**src/rtl/fetch_unit_if.sv**
```systemverilog
// rtl/fetch_unit_if.sv - instruction memory and decoder-side signals of the fetch unit
interface fetch_unit_if;
    logic        imem_req;
    logic [31:0] imem_addr;
    logic        imem_valid;
    logic [31:0] imem_rdata;
    logic        stall;
    logic        redirect;
    logic [31:0] redirect_pc;
    logic        instr_valid;
    logic [31:0] instr;
    logic [6:0]  op;
    logic [31:0] pc;
    logic [31:0] pc_plus4;

    modport master (
        output imem_req, imem_addr, instr_valid, instr, op, pc, pc_plus4,
        input  imem_valid, imem_rdata, stall, redirect, redirect_pc
    );

    modport slave (
        input  imem_req, imem_addr, instr_valid, instr, op, pc, pc_plus4,
        output imem_valid, imem_rdata, stall, redirect, redirect_pc
    );
endinterface

```
**src/rtl/fetch_unit.sv**
```systemverilog
// rtl/fetch_unit.sv - single-outstanding instruction fetch with redirect and stall
module fetch_unit #(
    parameter logic [31:0] RESET_PC = 32'h0000_0000
) (
    input  logic         clk,
    input  logic         rst,
    fetch_unit_if.master bus
);
    typedef enum logic [1:0] {IDLE, FETCH, ISSUE, DISCARD} state_t;

    localparam logic [31:0] NOP = 32'h0000_0013;

    state_t      state_q, state_d;
    logic [31:0] fetch_pc_q, fetch_pc_d;
    logic [31:0] inflight_q, inflight_d;
    logic [31:0] instr_q, instr_d;
    logic [31:0] pc_q, pc_d;
    logic        valid_q, valid_d;
    logic        req;
    logic [31:0] target;

    assign target = {bus.redirect_pc[31:2], 2'b00};

    always_ff @(posedge clk or negedge rst) begin
        if (!rst) begin
            state_q    <= IDLE;
            fetch_pc_q <= RESET_PC;
            inflight_q <= RESET_PC;
            instr_q    <= NOP;
            pc_q       <= RESET_PC;
            valid_q    <= 1'b0;
        end else begin
            state_q    <= state_d;
            fetch_pc_q <= fetch_pc_d;
            inflight_q <= inflight_d;
            instr_q    <= instr_d;
            pc_q       <= pc_d;
            valid_q    <= valid_d;
        end
    end

    always_comb begin
        state_d    = state_q;
        fetch_pc_d = fetch_pc_q;
        inflight_d = inflight_q;
        instr_d    = instr_q;
        pc_d       = pc_q;
        valid_d    = valid_q;
        req        = 1'b0;
        case (state_q)
            IDLE: begin
                state_d = FETCH;
                if (bus.redirect) fetch_pc_d = target;
            end
            FETCH: begin
                req = 1'b1;
                if (bus.redirect) begin
                    fetch_pc_d = target;
                    // Without a response the old request is still owed to us; drain it in DISCARD.
                    if (!bus.imem_valid) begin
                        inflight_d = fetch_pc_q;
                        state_d    = DISCARD;
                    end
                end else if (bus.imem_valid) begin
                    instr_d    = bus.imem_rdata;
                    pc_d       = fetch_pc_q;
                    fetch_pc_d = fetch_pc_q + 32'd4;
                    valid_d    = 1'b1;
                    state_d    = ISSUE;
                end
            end
            ISSUE: begin
                if (bus.redirect) begin
                    fetch_pc_d = target;
                    valid_d    = 1'b0;
                    state_d    = FETCH;
                end else if (!bus.stall) begin
                    valid_d = 1'b0;
                    state_d = FETCH;
                end
            end
            DISCARD: begin
                req = 1'b1;
                if (bus.redirect) fetch_pc_d = target;
                if (bus.imem_valid) state_d = FETCH;
            end
            default: state_d = IDLE;
        endcase
    end

    assign bus.imem_req    = req;
    assign bus.imem_addr   = (state_q == DISCARD) ? inflight_q : fetch_pc_q;
    assign bus.instr_valid = valid_q;
    assign bus.instr       = instr_q;
    assign bus.op          = instr_q[6:0];
    assign bus.pc          = pc_q;
    assign bus.pc_plus4    = pc_q + 32'd4;
endmodule

```
**src/flat_wrapper.sv**
```systemverilog
// flat-port wrapper written by rule: the top's interface ports become plain ports
module fetch_unit_flat 
#(
    parameter logic [31:0] RESET_PC = 32'h0000_0000
)
  (clk, rst, bus_imem_req, bus_imem_addr, bus_instr_valid, bus_instr, bus_op, bus_pc, bus_pc_plus4, bus_imem_valid, bus_imem_rdata, bus_stall, bus_redirect, bus_redirect_pc);
  fetch_unit_if bus_i ();
  input  logic clk;
  input  logic rst;
  output wire logic [$bits(bus_i.imem_req)-1:0] bus_imem_req;
  output wire logic [$bits(bus_i.imem_addr)-1:0] bus_imem_addr;
  output wire logic [$bits(bus_i.instr_valid)-1:0] bus_instr_valid;
  output wire logic [$bits(bus_i.instr)-1:0] bus_instr;
  output wire logic [$bits(bus_i.op)-1:0] bus_op;
  output wire logic [$bits(bus_i.pc)-1:0] bus_pc;
  output wire logic [$bits(bus_i.pc_plus4)-1:0] bus_pc_plus4;
  input wire logic [$bits(bus_i.imem_valid)-1:0] bus_imem_valid;
  input wire logic [$bits(bus_i.imem_rdata)-1:0] bus_imem_rdata;
  input wire logic [$bits(bus_i.stall)-1:0] bus_stall;
  input wire logic [$bits(bus_i.redirect)-1:0] bus_redirect;
  input wire logic [$bits(bus_i.redirect_pc)-1:0] bus_redirect_pc;
  assign bus_imem_req = bus_i.imem_req;
  assign bus_imem_addr = bus_i.imem_addr;
  assign bus_instr_valid = bus_i.instr_valid;
  assign bus_instr = bus_i.instr;
  assign bus_op = bus_i.op;
  assign bus_pc = bus_i.pc;
  assign bus_pc_plus4 = bus_i.pc_plus4;
  assign bus_i.imem_valid = bus_imem_valid;
  assign bus_i.imem_rdata = bus_imem_rdata;
  assign bus_i.stall = bus_stall;
  assign bus_i.redirect = bus_redirect;
  assign bus_i.redirect_pc = bus_redirect_pc;
  fetch_unit #(.RESET_PC(RESET_PC)) u_core (.clk(clk), .rst(rst), .bus(bus_i));
endmodule
```
**config.mk**
```make
export PLATFORM = sky130hd
export DESIGN_NAME = fetch_unit_flat
export DESIGN_NICKNAME = d
export VERILOG_FILES = /design/src/rtl/fetch_unit_if.sv /design/src/rtl/fetch_unit.sv /design/src/flat_wrapper.sv
export SDC_FILE = /design/constraint.sdc
export NUM_CORES = 1
export LEC_CHECK = 0
export BUFFER_PORTS_ARGS = -buffer_cell sky130_fd_sc_hd__buf_4
export CELL_PAD_IN_SITES_DETAIL_PLACEMENT = 1
export CELL_PAD_IN_SITES_GLOBAL_PLACEMENT = 1
export CORE_MARGIN = 2
export CORE_UTILIZATION = 39
export CTS_CLUSTER_SIZE = 24
export DETAILED_ROUTE_END_ITERATION = 8
export GPL_TIMING_DRIVEN = 0
export PLACE_DENSITY = 0.77
export SETUP_SLACK_MARGIN = 0.5
export SLEW_MARGIN = 10
export SYNTH_ARGS = -nofsm -noshare
export SYNTH_HDL_FRONTEND = slang
export SYNTH_SLANG_ARGS = --single-unit
```
**constraint.sdc**
```tcl
create_clock -name clk -period 2.25 [get_ports clk]
set_input_delay 0.225 -clock clk [delete_from_list [all_inputs] [get_ports clk]]
set_output_delay 0.225 -clock clk [all_outputs]
set_load 0.03 [all_outputs]
```
==> key figures, run 1 <==
Outcome
  • Status: complete, but fails checks
  • Violated checks: negative setup slack

CTS
  • CTS clk-pin slew, worst paths: 0.07 ns
  • Root Driver: clkbuf_16
  • Clock buffer depth: 2
  • CTS tree: done
  • # clock sinks: 125
  • Total CTS buffers: 17
  • H-tree levels: 4
  • Worst skew pair latency: 0.45 ns

Layout
  • Commonest non-fill, non-tap cell in the layout: buf_4
  • Area of the multi-input gates: about 0.0042 mm²
  • Fin nets: between 900 and 1000
  • FILL cells: about 1400
  • ANT cells: 0
  • FF/Latch Area: roughly 0.0032 mm²
  • Non-Filler Instances: 1082
  • Most frequent cells in the layout: buf_4, mux2_4, dfrtp_1, buf_6, nand2_1
  • Layout cell share with drive strength beyond 1: approximately 70%
  • Area growth from synthesis to layout: 84.8%

Yosys
  • Synthesis warning total: 0
  • Seq cells post-synth: 125
  • Number of synthesized flops with an enable pin: 0
  • Main synth FF type: dfrtp_1
  • Synth async-reset ratio: 100%
  • Syn Area/Cell: 11.5 µm²
  • Post-Syn Area: 0.00623 mm²
  • Yosys cell types: 39
  • Instance count of the mapped netlist: 544
  • Sequential area share after synthesis: between 50% and 60%

Detailed routing
  • Iter 0 DRT Violations: between 400 and 500
  • DR WL met2: 17300 µm
  • Drc violations: 0
  • Top sig layer: met4
  • TritonRoute pass-1 iters: 5
  • Via count: 6277
  • WL/cell: 30.8 µm
  • Antenna Nets Post-Route: 0
  • Vias per cell: 5.80
  • Total wire length: 33300 µm
  • Wl on met1: 11900 µm
  • WL met3: 2250 µm

Die
  • IO Pins: 206
  • Starting Density: 39.5%
  • Cell Rows: between 40 and 50
  • DIE WIDTH: 130 µm
  • Core area: 0.0158 mm²
  • Die span in y: 130 µm
  • Die footprint: 0.0170 mm²

Global route
  • Largest net degree at the start of global routing: 71
  • Tot GR Track Use: 30.5%
  • Global-route wire length before repair: 38300 µm
  • Initial antenna violation count: 0
  • Number of global-route vias before repair: ~6500
  • Grt ovf: 0

Timing
  • Minimum clock period: 2.78 ns
  • Part of the cycle the worst path needs: 123%
  • Hold slack: 0.00905 ns
  • Slew @ Worst Pin: 0.613 ns
  • Final Max Tran Viols: 0
  • Rel. slew slack: 59.1%
  • Hold Vio Cnt, Final: 0
  • # setup viols final: 20
  • Final worst slack: -0.527 ns
  • Aggregate negative setup slack: -7.90 ns
  • RSZ-0062 raised after global routing: yes
  • FMAX: 0.360 GHz
  • Skew final: ~0.015 ns

Worst setup path
  • WP data required: slightly above 2 ns
  • Crit path launch type: register
  • Worst Setup Path Type: reg -> out
  • Worst EP arrival: 2.55 ns
  • Crit-path max FO: 4
  • Critical path capture point type: primary output

Placed design
  • HPWL after DPL: 13800 µm
  • # port buffers: around 200
  • Cells after DPL: 963
  • GPL Wtd Cong: 0.772

Power and ir drop
  • Worst vdd ir: 862 µV
  • Cell Pwr Density: 1150 mW/mm²
  • P_leak: 5.43 nW
  • Tot Pwr: 13.3 mW

Hold path
  • Worst Hold Class: in -> reg

Run
  • Max-cap viol count: 0
## worst max-delay path: stages (launching register included)
cell and delay [ns]:
dfrtp_2 0.42, nand4_1 0.21, or4_4 0.53, and2b_4 0.36, nand4_1 0.19, xnor2_2 0.24, buf_6 0.16
## cell usage after synthesis, types with 5 or more instances
library cell / count / share of area, %
and3_1: 5 / 0.50
buf_2: 10 / 0.80
buf_4: 13 / 1.6
clkbuf_1: 17 / 1.0
dfrtp_1: 122 / 49
inv_1: 7 / 0.42
mux2_2: 118 / 21
nand2_1: 57 / 3.4
nand3_1: 24 / 1.9
nand4_1: 18 / 1.8
nor2_1: 18 / 1.1
nor3_1: 6 / 0.48
nor4_1: 5 / 0.50
o21ai_0: 34 / 2.7
xnor2_1: 26 / 3.7
xor2_1: 26 / 3.7
## worst paths after layout
check	cells after the start	slack (ns)	end	startpoint
max	6	-0.53	bus_pc_plus4[27]	u_core.bus.pc[10]
min	2	0.009	u_core.fetch_pc_q[29]	bus_redirect_pc[29]
max reg2reg	9	0.14	u_core.bus.instr[5]	u_core.state_q[0]
min reg2reg	1	0.53	u_core.inflight_q[3]	u_core.inflight_q[3]
max in group asynchronous	3	1.10	u_core.bus.pc[17]	rst
min in group asynchronous	2	0.36	u_core.bus.instr[13]	rst
## final cells by class
cell class              count  share of cell area (%)
flip-flops and latches    125                    27.5
clock inverters            12                   0.836
inverters                   7                   0.228
well taps                 216                    2.35
multi-input cells         377                    36.7
plain buffers              40                    3.84
repair buffers            285                    24.6
clock buffers              20                    3.96
## kinds of logic after synthesis
group / after synthesis / share of synthesized area [%]
AND/OR/NAND/NOR: 155 / 12.6
flip-flops: 125 / 50.2
multiplexers: 122 / 22.0
XOR/XNOR: 53 / 7.57
buffers and inverters: 47 / 3.81
AO/OA/AOI/OAI: 39 / 3.31
adder cells (fa/ha/maj): 2 / 0.401
other: 1 / 0.0602
## what timing repair did
item | in CTS | in global routing
setup buffers | 45 | 27
hold endpoints to repair | 52 | 0
hold buffers | 1 | 0
setup endpoints to repair | 170 | 172
gates cloned | 9 | 5
pin swaps | 32 | 30
gates resized for setup | 269 | 164
## flip-flops by register name, indices dropped and copies added (netlist names)
register	count
u_core.bus.pc	30
u_core.bus.instr	32
u_core.fetch_pc_q	30
u_core.state_q	2
u_core.inflight_q	30
u_core.bus.instr_valid	1
## through the flow
step	setup WS, ns	instance area (µm²)	utilization, %
finish	-0.527	11500	73.1
global placement	-0.125	8350	52.9
global route	-0.589	11500	73.1
floorplan	0.0830	6600	-
detailed placement	-0.213	8380	53.1
CTS	-0.343	10600	67.3
## per-layer routing
metal	global-route usage, %	up-vias
li1	-	2511
met1	34.6	3274
met2	55.0	364
met3	7.70	128
met4	12.7	0
met5	0	-
## power breakdown
group / total (mW) / switching, mW / internal [mW]
clock network: 2.77 / 1.21 / 1.56
logic: 6.63 / 3.42 / 3.21
registers: 3.86 / 0.927 / 2.93
(Power assumes the default switching activity.)
==> inputs of run 2 (changes only) <==
- CORE_UTILIZATION: 39 -> 36
- CTS_BUF_LIST: unset -> sky130_fd_sc_hd__clkbuf_4 sky130_fd_sc_hd__clkbuf_8
- PLACE_DENSITY: 0.77 -> 0.75
- clock period: 2.25 -> 2.3 ns (I/O delays scaled with it)
==> key figures, run 2 (synthesis gave the netlist of run 1 again) <==
Detailed routing
  • Antenna Nets Post-Route: 0
  • Vias per cell: roughly 5.2
  • Total wire length: ~26000 µm
  • TritonRoute pass-1 iters: 4
  • Iter 0 DRT Violations: 243
  • Drc violations: 0
  • Via count: about 5800
  • WL/cell: 23.5 µm

Layout
  • Commonest non-fill, non-tap cell in the layout: buf_4
  • ANT cells: 0
  • Area growth from synthesis to layout: 81.2%
  • Max FFs per register: 32
  • Core Util, Final: roughly two thirds
  • Fin nets: 957
  • FILL cells: 1691
  • Most frequent cells in the layout: buf_4, buf_6, dfrtp_1, mux2_4, nand2_1
  • Layout cell share with drive strength beyond 1: 65.2%

Worst setup path
  • Max incr delay on CP: 0.58 ns
  • Slowest cell on the critical path: or4_4
  • CP Cell Sequence: nand2_1 > or4_4 > and2b_4 > buf_4 > nand2_4 > xnor2_4 > buf_6
  • Critical Path Sink: bus_pc_plus4[25]
  • R2r setup slk: 0.10 ns
  • Worst R2R Start: u_core.state_q[1]
  • Worst Setup SP: u_core.bus.pc[2]
  • Crit path launch type: register
  • Worst R2R Path Depth: 11
  • Critical path capture point type: primary output
  • Crit-path max FO: 4
  • Reg2reg end: u_core.fetch_pc_q[15]
  • Worst EP arrival: approximately 2.4 ns
  • WP data required: 2.07 ns
  • Worst Setup Path Type: reg -> out

Die
  • DIE WIDTH: 136 µm
  • Starting Density: 36.4%
  • IO Pins: 206
  • Die span in y: 136 µm
  • Die footprint: 0.0184 mm²
  • Core area: 0.0171 mm²
  • Cell Rows: 48

Power and ir drop
  • Tot Pwr: 11.6 mW
  • P_leak: ~5.3 nW
  • Worst vdd ir: 730 µV
  • Cell Pwr Density: 1020 mW/mm²

Global route
  • Largest net degree at the start of global routing: between 80 and 90
  • Global-route wire length before repair: 36300 µm
  • Met3 usage: 5.69%
  • GRT Max-Usage Layer: met2
  • Number of global-route vias before repair: 6396
  • Tot GR Track Use: 26.1%
  • GRT met2 Usage: between 40% and 50%
  • Grt ovf: 0
  • Initial antenna violation count: 0
  • GR Util met1: 31.4%

Timing
  • FMAX: 0.386 GHz
  • Final worst slack: -0.293 ns
  • Rel. slew slack: 59.9%
  • Final Max Tran Viols: 0
  • Slew @ Worst Pin: 0.602 ns
  • Part of the cycle the worst path needs: 113%
  • Minimum clock period: 2.59 ns
  • Hold Vio Cnt, Final: 0
  • # setup viols final: 20
  • RSZ-0062 raised after global routing: yes
  • Skew final: 0.0199 ns

CTS
  • Root Driver: clkbuf_8
  • Clock buffer depth: 2
  • Worst skew pair latency: roughly 0.45 ns
  • Total CTS buffers: 17
  • H-tree levels: 4
  • CTS clk-pin slew, worst paths: 0.08 ns
  • CTS tree: done
  • # clock sinks: around 130

Outcome
  • Status: complete, but fails checks
  • Violated checks: negative setup slack

Placed design
  • Pre-CTS setup slack: -0.0753 ns
  • # port buffers: 197
  • GPL Wtd Cong: 0.796
  • HPWL after DPL: 13900 µm

Run
  • Max-cap viol count: 0

Hold path
  • Worst Hold Class: in -> reg
[run 2: stage by stage]
stage / TNS (ns) / instance area (µm²) / hold WS, ns / cells
global placement: -0.0388 / 8330 / 0.440 / 971
global route: -5.71 / 11300 / 0.00708 / 1124
floorplan: 0 / 6570 / -0.0656 / 549
detailed placement: -0.0753 / 8360 / 0.175 / 972
CTS: -4.01 / 10800 / 0.000607 / 1101
finish: -3.94 / 11300 / 0.0233 / 1124
[run 2: area by class of cell]
class	instances	area, µm²	share of cell area [%]
flip-flops and latches	125	3160	27.9
multi-input cells	377	4000	35.4
plain buffers	40	398	3.52
clock buffers	25	319	2.82
inverters	7	28.8	0.255
well taps	225	282	2.49
clock inverters	7	65.1	0.576
repair buffers	318	3050	27.0
[run 2: critical path, delay by kind of cell, from the launching register on]
kind | cells | cell delay (ns)
AND/OR/NAND/NOR | 4 | 1.07
flip-flops | 1 | 0.39
XOR/XNOR | 1 | 0.15
buffers and inverters | 2 | 0.30
[run 2: worst min path at each step]
stage | cells past startpoint | end | start | slack [ns]
3_3_place_gp | 3 | u_core.fetch_pc_q[31] | bus_redirect_pc[31] | 0.44
5_1_grt | 2 | u_core.bus.instr[1] | bus_imem_rdata[1] | 0.007
2_1_floorplan | 0 | u_core.bus.instr[10] | rst | -0.07
4_1_cts | 3 | u_core.fetch_pc_q[14] | bus_redirect_pc[14] | 0.0006
3_5_place_dp | 1 | u_core.bus.instr[30] | rst | 0.18
6_report | 2 | u_core.bus.instr[1] | bus_imem_rdata[1] | 0.02
[run 2: routing by layer]
| layer | vias up | wire length, µm |
|---|---|---|
| li1 | 2575 | - |
| met1 | 3014 | 10400 |
| met2 | 191 | 14200 |
| met3 | 42 | 1190 |
| met4 | 0 | 593 |
| met5 | - | 0 |
[run 2: timing repair]
item                                   in CTS  in global routing
buffers inserted                           56                 21
gates resized for setup                   287                 95
gates cloned                                7                  1
hold buffers                               34                  1
endpoints found under the hold margin      73                  1
pin swaps                                  27                 27
setup endpoints to repair                 168                175
[run 2: report_power, final]
group,internal (mW),switching (mW)
Sequential,2.86,0.754
Combinational,2.94,3.08
Clock,1.01,0.907
==> inputs of run 3 (changes only) <==
- PLACE_DENSITY: 0.75 -> 0.79
- TNS_END_PERCENT: unset -> 1
==> key figures, run 3 (synthesis gave the netlist of run 1 again) <==
Placed design
  • Pre-CTS setup slack: -0.143 ns
  • HPWL after DPL: roughly 14000 µm
  • # port buffers: 197
  • Placed instance area: 0.00816 mm²
  • GPL Wtd Cong: around 0.85
  • Cells after DPL: 972

Worst setup path
  • Critical path's top delay family: simple AND/OR/NAND/NOR gates
  • Max incr delay on CP: about 0.60 ns
  • Worst Setup Path Type: reg -> out
  • CP Cell Sequence: nand4_1 > or4_4 > or4_4 > xnor2_4 > buf_6
  • Most numerous cell on the critical path: or4_4
  • Slowest cell on the critical path: or4_4
  • Buf/Inv on CP: 1
  • Crit-path max FO: 4
  • Crit path launch type: register
  • Worst EP arrival: roughly 2.4 ns
  • Critical path capture point type: primary output
  • WP data required: 2.07 ns

Power and ir drop
  • Worst vdd ir: 840 µV
  • Cell Pwr Density: 1100 mW/mm²
  • P_leak: 4.30 nW

Layout
  • ANT cells: 0
  • Area growth from synthesis to layout: 49.8%
  • FILL cells: 1845
  • Core Util, Final: 54.5%
  • Layout cell share with drive strength beyond 1: between 50% and 60%
  • Design area: 0.00934 mm²
  • Non-Filler Instances: 1047
  • Commonest non-fill, non-tap cell in the layout: buf_4
  • Fin nets: 883
  • Most frequent cells in the layout: buf_4, dfrtp_1, mux2_2, nand2_1, dlygate4sd3_1
  • Max FFs per register: 32

Detailed routing
  • Wl on met1: 8160 µm
  • Top sig layer: met4
  • TritonRoute pass-1 iters: 4
  • WL met3: approximately 800 µm
  • Iter 0 DRT Violations: 235
  • WL/cell: 18.8 µm
  • Drc violations: 0
  • Antenna Nets Post-Route: 0
  • Total wire length: approximately 20000 µm
  • Vias per cell: 4.99
  • DR WL met2: 10500 µm
  • Via count: 5220

CTS
  • # clock sinks: between 100 and 150
  • CTS tree: done
  • Total CTS buffers: 17
  • Worst skew pair latency: 0.44 ns
  • CTS clk-pin slew, worst paths: 0.07 ns
  • Root Driver: clkbuf_8
  • Clock buffer depth: 2
  • H-tree levels: 4

Outcome
  • Status: complete, but fails checks
  • Violated checks: negative setup slack

Timing
  • # setup viols final: 19
  • FMAX: 0.376 GHz
  • Part of the cycle the worst path needs: 116%
  • Rel. slew slack: 62.1%
  • Final Max Tran Viols: 0
  • Final worst slack: -0.359 ns
  • RSZ-0062 raised after global routing: yes
  • Hold slack: approximately 0.017 ns
  • Minimum clock period: approximately 2.7 ns
  • Skew final: 0.0109 ns
  • Hold Vio Cnt, Final: 0
  • Slew @ Worst Pin: 0.566 ns

Die
  • Starting Density: 36.4%
  • Cell Rows: 48
  • Die footprint: 0.0184 mm²
  • DIE WIDTH: 136 µm
  • Core area: approximately 0.017 mm²
  • IO Pins: about 200
  • Die span in y: 136 µm

Global route
  • Initial antenna violation count: 0
  • Number of global-route vias before repair: about 5600
  • Grt ovf: 0
  • Largest net degree at the start of global routing: around 80
  • Global-route wire length before repair: 30600 µm
  • Tot GR Track Use: 21.9%

Hold path
  • Worst Hold Class: in -> reg

Run
  • Max-cap viol count: 0
## run 3: through the flow
stage          total power, mW  TNS (ns)
4_1_cts                   10.3     -4.92
6_report                  10.3     -3.78
5_1_grt                   10.8     -6.82
3_3_place_gp              7.90    -0.263
3_5_place_dp              8.07    -0.576
2_1_floorplan             6.27         0
## run 3: path summary, 6_finish.rpt
| check | from | endpoint | slack, ns | cells after the start |
|---|---|---|---|---|
| setup / recovery | u_core.bus.pc[7] | bus_pc_plus4[21] | -0.36 | 5 |
| hold / removal | bus_redirect_pc[11] | u_core.fetch_pc_q[11] | 0.02 | 3 |
| setup reg to reg | u_core.state_q[1] | u_core.fetch_pc_q[28] | 0.11 | 6 |
| hold reg to reg | u_core.inflight_q[3] | u_core.inflight_q[3] | 0.51 | 1 |
| max in group asynchronous | rst | u_core.bus.instr[4] | 1.26 | 3 |
| min in group asynchronous | rst | u_core.bus.instr[26] | 0.27 | 2 |
## run 3: worst min-delay path, delay by kind of cell
family / cells / cell delay (ns)
AND/OR/NAND/NOR: 1 / 0.05
AO/OA/AOI/OAI: 1 / 0.06
buffers and inverters: 1 / 0.08
## run 3: layout make-up
cell class	instances	area, µm²	share of cell area, %
Tap cell	225	282	3.02
Clock inverter	7	90.1	0.965
Sequential cell	125	3140	33.7
Inverter	7	26.3	0.281
Multi-Input combinational cell	377	3230	34.6
Buffer	40	330	3.54
Clock buffer	22	290	3.11
Timing Repair Buffer	244	1940	20.8
## run 3: power by group
part / total (mW) / leakage (nW) / switching, mW / internal [mW]
registers: 3.47 / 1.49 / 0.618 / 2.85
logic: 4.91 / 2.62 / 2.71 / 2.20
clock network: 1.89 / 0.193 / 0.844 / 1.05
## run 3: metal layers
layer / vias to the layer above / GRT usage, %
met3: 16 / 4.98
li1: 2420 / -
met4: 0 / 6.08
met1: 2660 / 27.1
met2: 124 / 38.6
met5: - / 0
## run 3: timing repair
item,CTS,global route
pin swaps,38,5
buffers inserted,9,5
resized for setup,108,11
hold endpoints to repair,69,9
endpoints found under the setup margin,156,162
hold buffers,23,9
